File: src/rtl/comparador_serial.sv
// -----------------------------------------------------------------------------
// comparador_serial
//
// Bit-serial, MSB-first magnitude comparator for two unsigned N-bit operands.
// It evaluates one cell of the iterative comparator network per clock. The
// decision register (p,q) starts at EQ and moves to GT or LT on the first
// differing bit. GT and LT then stay put until the operation ends.
//
// Optional feature: define COMPARADOR_EARLY_EXIT_EN to end the operation on the
// edge where (p,q) leaves EQ. Latency then equals the position of the first
// differing bit, counted from the MSB. Without the macro, every comparison takes
// exactly N shift edges.
//
// Ports:
//   clk    in   clock, all state changes on the rising edge
//   rst_n  in   asynchronous active-low reset
//   start  in   compare request, sampled only while idle
//   A, B   in   N-bit unsigned operands, captured on an accepted start
//   busy   out  high while a comparison is in progress
//   done   out  one-cycle pulse when gt/eq/lt carry a new result
//   gt     out  A > B
//   eq     out  A == B
//   lt     out  A < B
//   Zout   out  copy of gt, kept for the parallel comparator network
// -----------------------------------------------------------------------------
module comparador_serial #(
    parameter int unsigned N = 3
) (
    input  logic         clk,
    input  logic         rst_n,
    input  logic         start,
    input  logic [N-1:0] A,
    input  logic [N-1:0] B,
    output logic         busy,
    output logic         done,
    output logic         gt,
    output logic         eq,
    output logic         lt,
    output logic         Zout
);

    localparam int unsigned CW = $clog2(N + 1);

    // Decision encoding (p,q)
    localparam logic [1:0] PqEq = 2'b00;
    localparam logic [1:0] PqGt = 2'b10;
    localparam logic [1:0] PqLt = 2'b01;

    typedef enum logic {StIdle, StShift} state_t;

    state_t          r_state;
    logic [N-1:0]    r_a;
    logic [N-1:0]    r_b;
    logic [1:0]      r_pq;
    logic [CW-1:0]   r_cnt;
    logic            r_busy;
    logic            r_done;
    logic            r_gt;
    logic            r_eq;
    logic            r_lt;
    logic            r_zout;

    logic [1:0]      w_pq_next;
    logic            w_last;
    logic            w_finish;

    // One network cell: only an EQ decision can be changed by the current MSBs.
    always_comb begin
        w_pq_next = r_pq;
        if (r_pq == PqEq) begin
            if (r_a[N-1] && !r_b[N-1]) begin
                w_pq_next = PqGt;
            end else if (!r_a[N-1] && r_b[N-1]) begin
                w_pq_next = PqLt;
            end
        end
    end

    // Counter value 1 means this edge is processing bit 0.
    assign w_last = (r_cnt == CW'(1));

`ifdef COMPARADOR_EARLY_EXIT_EN
    assign w_finish = w_last || (w_pq_next != PqEq);
`else
    assign w_finish = w_last;
`endif

    always_ff @(posedge clk or negedge rst_n) begin
        if (!rst_n) begin
            r_state <= StIdle;
            r_a     <= '0;
            r_b     <= '0;
            r_pq    <= PqEq;
            r_cnt   <= '0;
            r_busy  <= 1'b0;
            r_done  <= 1'b0;
            r_gt    <= 1'b0;
            r_eq    <= 1'b0;
            r_lt    <= 1'b0;
            r_zout  <= 1'b0;
        end else begin
            r_done <= 1'b0;
            case (r_state)
                StIdle: begin
                    if (start) begin
                        r_a     <= A;
                        r_b     <= B;
                        r_pq    <= PqEq;
                        r_cnt   <= CW'(N);
                        r_busy  <= 1'b1;
                        r_state <= StShift;
                    end
                end
                StShift: begin
                    r_pq  <= w_pq_next;
                    r_a   <= r_a << 1;
                    r_b   <= r_b << 1;
                    r_cnt <= r_cnt - CW'(1);
                    if (w_finish) begin
                        r_state <= StIdle;
                        r_busy  <= 1'b0;
                        r_done  <= 1'b1;
                        r_gt    <= w_pq_next[1];
                        r_lt    <= w_pq_next[0];
                        r_eq    <= (w_pq_next == PqEq);
                        r_zout  <= w_pq_next[1];
                    end
                end
                default: r_state <= StIdle;
            endcase
        end
    end

    assign busy = r_busy;
    assign done = r_done;
    assign gt   = r_gt;
    assign eq   = r_eq;
    assign lt   = r_lt;
    assign Zout = r_zout;

endmodule

File: config.mk
export PLATFORM = sky130hd
export DESIGN_NAME = comparador_serial
export DESIGN_NICKNAME = d
export VERILOG_FILES = /design/src/rtl/comparador_serial.sv
export SDC_FILE = /design/constraint.sdc
export NUM_CORES = 1
export LEC_CHECK = 0
export CAP_MARGIN = 20
export CORE_ASPECT_RATIO = 1.1
export CORE_MARGIN = 2
export CORE_UTILIZATION = 48
export DETAILED_ROUTE_END_ITERATION = 8
export HOLD_SLACK_MARGIN = 0.15
export PLACE_DENSITY = 0.85
export SLEW_MARGIN = 20
export SYNTH_ARGS = -nofsm -noshare
export SYNTH_HDL_FRONTEND = slang
export SYNTH_SLANG_ARGS = --single-unit
File: constraint.sdc
create_clock -name clk -period 1.45 [get_ports clk]
set_input_delay 0.29 -clock clk [delete_from_list [all_inputs] [get_ports clk]]
set_output_delay 0.29 -clock clk [all_outputs]
set_load 0.01 [all_outputs]
==> flow_summary.toml, run 1 <==
[placed_design]
gp_congestion = 0.737
portBuffers = 14
place_inst = 95
dp_hpwl_um = 887
dpl-instance-area_um2 = 891

[setup_path]
required_ps = 1160
path_max_fanout = 3
worst-setup-path-type = "flop to primary output"
reg2reg_depth = 4
crit_family = "flip-flops"
endpoint_kind = "primary output"
cp_cell_sequence = "dlygate4sd2_1"
critical_path.slowest_cell = "dfrtp_1"
worst-path-buf-inv = 1
cp.depth = 1
cp-start-kind = "flop"
cp.arrival_ps = 970
slowest_delay_ps = 410

[sta]
fmax_mhz = 792
post-route-period-util_pct = 87.1
rsz0062_at_grt = "false"
drv_slew = 0
setup_viol = 0
period_minus_slack_ps = 1260
worstMarginPinSlew_ps = 291
fin_worst_skew_ps = 2.18
timing_hold_violations_final = 0
setup_tns_ps = 0
maxSlewHeadroom_pct = 80.6

[logic_synthesis]
synth_edf_count = 0
synth-seq-area-share_pct = 55.0
async_reset_ff_share_pct = 100
avgSynthCellArea_um2 = 11.4
synthTopCellsByArea = "dfrtp_1, mux2i_1, buf_6"
ys_ff_latch = 16
yosysTopAreaCell = "dfrtp_1"
syn-num-nets = 74
synth_cells = 64
synth_top_area_share_pct = 55.0
synthTopCellsByCount = "dfrtp_1, mux2i_1, nand2_1, nor2_1, o21ai_1"
synth_area_um2 = 728
synth_most_common_cell = "dfrtp_1"
synth_warnings = 0
synth-main-ff-cell = "dfrtp_1"
ys_types = 23

[clock_tree]
cts.path.max_buffers = 2
clock-sinks = 16
post-cts-setup-buffers = 0
tritoncts = "done"
cts.clk_slew.worst_paths_ps = 90
cts_inserted_buffers = 3
clock_latency_ps = 280
htreeDepth = 1
cts_hold_buf = 0
ctsRootBufferMaster = "clkbuf_4"

[route]
wl_mm = 1.18
postRouteAntennaNets = 0
avgViaCountPerCell = 5.06
wl_per_cell_um = 11.9
firstDrtPassIters = 2
drt-initial-drc-count = 7
vias = 501
drc = 0

[floorplan]
ios = 15
die_area_um2 = 1840
num_rows = 14
fp.dieW_um = 41.1
core_um2 = 1400
fp.dieH_um = 44.9
start_util_pct = 52.0

[global_route]
grt_pass1_vias = 481
gr-total-overflow = 0
grt_max_degree = 17
grt_pass1_wl_mm = 1.93
antenna_found_initial = 0
track_usage_pct = 16.2

[power]
peakVddDrop_mv = 1.11
power.total_mw = 1.71
p_leak_nw = 0.450
pwr_density_cell_nw_per_um2 = 1850

[layout]
nets = 94
syn2layout_area_growth_pct = 26.8
drive_above_1_share_pct = 12.0
post-route-util_pct = 65.9
final_cells = 99
diodes = 0
fin_area_um2 = 923

[worst_hold_path]
hold_path_class = "input port to async pin"

[status]
outcome = "finished clean"

[run]
max_cap_violations = 0
==> cell families after synthesis <==
| kind of cell | Yosys count | share of synthesized area (%) |
|---|---|---|
| xor+xnor | 1 | 1.20 |
| flops | 16 | 55.0 |
| buf+inv | 7 | 6.36 |
| simple gates | 18 | 13.7 |
| compound gates | 15 | 13.7 |
| fa+ha+maj | 1 | 1.72 |
| mux | 6 | 8.25 |
==> final timing paths <==
| path | start | to | slack [ps] |
|---|---|---|---|
| setup reg to reg | r_cnt[1] | lt | 240 |
| hold reg to reg | r_cnt[0] | r_cnt[0] | 490 |
| setup / recovery | busy | busy | 190 |
| hold / removal | rst_n | r_pq[0] | 320 |
| max in group asynchronous | rst_n | r_a[2] | 950 |
| min in group clk | r_cnt[0] | r_cnt[0] | 490 |
==> power by group <==
part	total [mW]	internal [mW]	switching, mW
logic	0.648	0.358	0.291
registers	0.770	0.627	0.144
clock network	0.289	0.153	0.136
total	1.71	1.14	0.570
==> area by class of cell <==
class / instances / area (um2)
multi-input cells: 41 / 282
clock buffers: 4 / 36.3
well taps: 16 / 20.0
repair buffers: 19 / 174
inverters: 3 / 11.3
flip-flops and latches: 16 / 400
fillers: 111 / 478
==> placed cells by master, fill, tap and decap left out, drive strengths merged <==
cell type	n
inv	3
a21oi	3
clkdlybuf4s50	8
a22o	1
dlygate4sd2	5
and2	2
dlymetal6s2s	1
buf	5
nor2	4
dfrtp	16
a21o	2
o22ai	1
a211o	2
nor2b	3
and4bb	1
xnor2	1
nor3	1
clkbuf	4
nor3b	2
o21ai	4
mux2i	6
ha	1
o31a	2
nand2	5
==> flip-flops by register name, indices dropped and copies added (netlist names), 2 cells and up <==
signal	cells
r_a	3
r_b	3
r_cnt	2
r_pq	2
==> repair_timing <==
| item | 4_1_cts | 5_1_grt |
|---|---|---|
| pin swaps | 0 | 0 |
| endpoints found under the setup margin | 5 | 1 |
| resized for setup | 5 | 1 |
==> per-layer routing <==
| layer | GRT usage (%) | up-vias | wire length, um | part of all wire (%) |
|---|---|---|---|---|
| met5 | 0 | - | 0 | 0 |
| met4 | 9.68 | 0 | 10 | 0.85 |
| met3 | 2.96 | 2 | 43 | 3.7 |
| met2 | 27.8 | 10 | 577 | 49 |
| met1 | 17.6 | 230 | 545 | 46 |
| li1 | - | 259 | - | - |
==> metrics by stage <==
stage,hold slack (ps),setup slack (ps)
5_1_grt,348,132
2_1_floorplan,-5.59,330
6_report,324,187
3_5_place_dp,477,70.5
3_3_place_gp,468,102
4_1_cts,324,21.2
(Power assumes the default switching activity.)
==> run 2: changes to the inputs <==
--- a/config.mk
+++ b/config.mk
@@ -6,7 +6,6 @@
 export NUM_CORES = 1
 export LEC_CHECK = 0
 export CAP_MARGIN = 20
-export CORE_ASPECT_RATIO = 1.1
 export CORE_MARGIN = 2
 export CORE_UTILIZATION = 48
 export DETAILED_ROUTE_END_ITERATION = 8
==> run 2 against run 1 <==
  * Clock power is 22% lower
  * Cell count shrank 2.0%
  * Total power fell by 4.7%
  * Maximum frequency up 0.66%
  * Clock skew hardly changed
  * Critical path depth is the same
  * Sequential share of layout area grew 1.0 points
  * Sequential power about the same
  * Combinational power shrank 2%
  * Critical endpoint unchanged
==> flow_summary.toml, run 2 (synthesis results as in run 1) <==
[status]
outcome = "finished clean"

[setup_path]
required_ps = 1160
cp_cell_sequence = "dlygate4sd2_1"
worst-path-buf-inv = 1
critical_path.slowest_cell = "dfrtp_1"
reg2reg_depth = 4
r2r-end = "lt"
cp-start-kind = "flop"
r2r-start = "r_cnt[1]"
path_max_fanout = 3
endpoint_kind = "primary output"
slowest_delay_ps = 400
worst-setup-path-type = "flop to primary output"
crit_family = "flip-flops"
rrSetupSlack_ps = 220
cp.arrival_ps = 960

[worst_hold_path]
hold_path_class = "input port to async pin"

[clock_tree]
cts.clk_slew.worst_paths_ps = 80
clock_latency_ps = 280
ctsRootBufferMaster = "clkbuf_4"
clock-sinks = 16
cts_inserted_buffers = 3
htreeDepth = 1
cts.path.max_buffers = 2
tritoncts = "done"

[power]
pwr_density_cell_nw_per_um2 = 1800
p_leak_nw = 0.438
peakVddDrop_mv = 1.05
power.total_mw = 1.63

[sta]
maxSlewHeadroom_pct = 77.6
worstMarginPinSlew_ps = 335
rsz0062_at_grt = "false"
drv_slew = 0
timing_hold_violations_final = 0
fmax_mhz = 797
post-route-period-util_pct = 86.5
setup_tns_ps = 0
period_minus_slack_ps = 1250
setup_viol = 0
fin_worst_skew_ps = 1.91

[layout]
diodes = 0
nets = 93
top_regs = "r_a x3, r_b x3"
post-route-util_pct = 61.3
most-common-layout-cells = "dfrtp_1, clkdlybuf4s50_1, mux2i_1"
final_cells = 97
nFillCells = 136
layout_commonest_cell = "dfrtp_1"
fin_area_um2 = 902
syn2layout_area_growth_pct = 23.9
drive_above_1_share_pct = 9.88

[global_route]
track_usage_pct = 16.1
antenna_found_initial = 0
grt_max_degree = 18
gr-total-overflow = 0
grt_pass1_wl_mm = 2.15
grt_pass1_vias = 502

[floorplan]
die_area_um2 = 1840
ios = 15
fp.dieH_um = 43.0
num_rows = 14
core_um2 = 1470
fp.dieW_um = 43.0
start_util_pct = 49.5

[route]
wl_mm = 1.19
postRouteAntennaNets = 0
drc = 0
wl_per_cell_um = 12.3
avgViaCountPerCell = 5.28
vias = 512
firstDrtPassIters = 4
drt-initial-drc-count = 16

[placed_design]
gp_congestion = 0.709
place_inst = 94
dp_hpwl_um = 905
dpl-instance-area_um2 = 883
portBuffers = 14

[run]
max_cap_violations = 0
## run 2: cell count changes in the layout (fill, tap and decap cells not counted), sizes merged
cell / delta
buf: -1
clkbuf: -1
## run 2: power by group
part | switching, mW | internal (mW) | total, mW
combinational | 0.290 | 0.343 | 0.632
clock | 0.127 | 0.0964 | 0.224
sequential | 0.144 | 0.628 | 0.772
total | 0.561 | 1.07 | 1.63
## run 2: worst max path at each step
stage	startpoint	endpoint	slack (ps)	depth (start not counted)
after floorplan	r_cnt[0]	eq	330	3
after global placement	start	r_pq[0]	130	4
after detailed placement	start	r_a[1]	110	4
after CTS	done	done	20	1
after global routing	r_cnt[1]	Zout	150	4
final	busy	busy	200	1
## run 2: worst reg2reg max path, stage by stage (launching register included)
cell     delay, ps
dfrtp_1        380
inv_1           70
ha_1           280
nand2_2        110
o31a_1         290
## run 2: timing repair
item                       in CTS  in global routing
hold buffers                    0                  0
buffers inserted                0                  0
setup endpoints to repair       5                  1
gates resized for setup         5                  1
## run 2: cell type report
| cell class | count | area, um2 | area share, % |
|---|---|---|---|
| Tap cell | 16 | 20.0 | 2.22 |
| Multi-Input combinational cell | 41 | 282 | 31.2 |
| Timing Repair Buffer | 18 | 166 | 18.4 |
| Sequential cell | 16 | 400 | 44.4 |
| Inverter | 3 | 11.3 | 1.25 |
| Clock buffer | 3 | 22.5 | 2.50 |
## run 2: per-layer routing
metal	global-route usage [%]	routed length [um]	up-vias
li1	-	-	254
met5	0	0	-
met3	2.55	65	4
met2	24.2	540	15
met4	10.9	34	0
met1	21.1	554	239
## run 2: stage by stage
step	hold slack, ps	setup WS, ps
after detailed placement	483	112
after floorplan	-5.59	330
after global placement	462	126
after global routing	352	153
after CTS	329	18.9
final	327	195
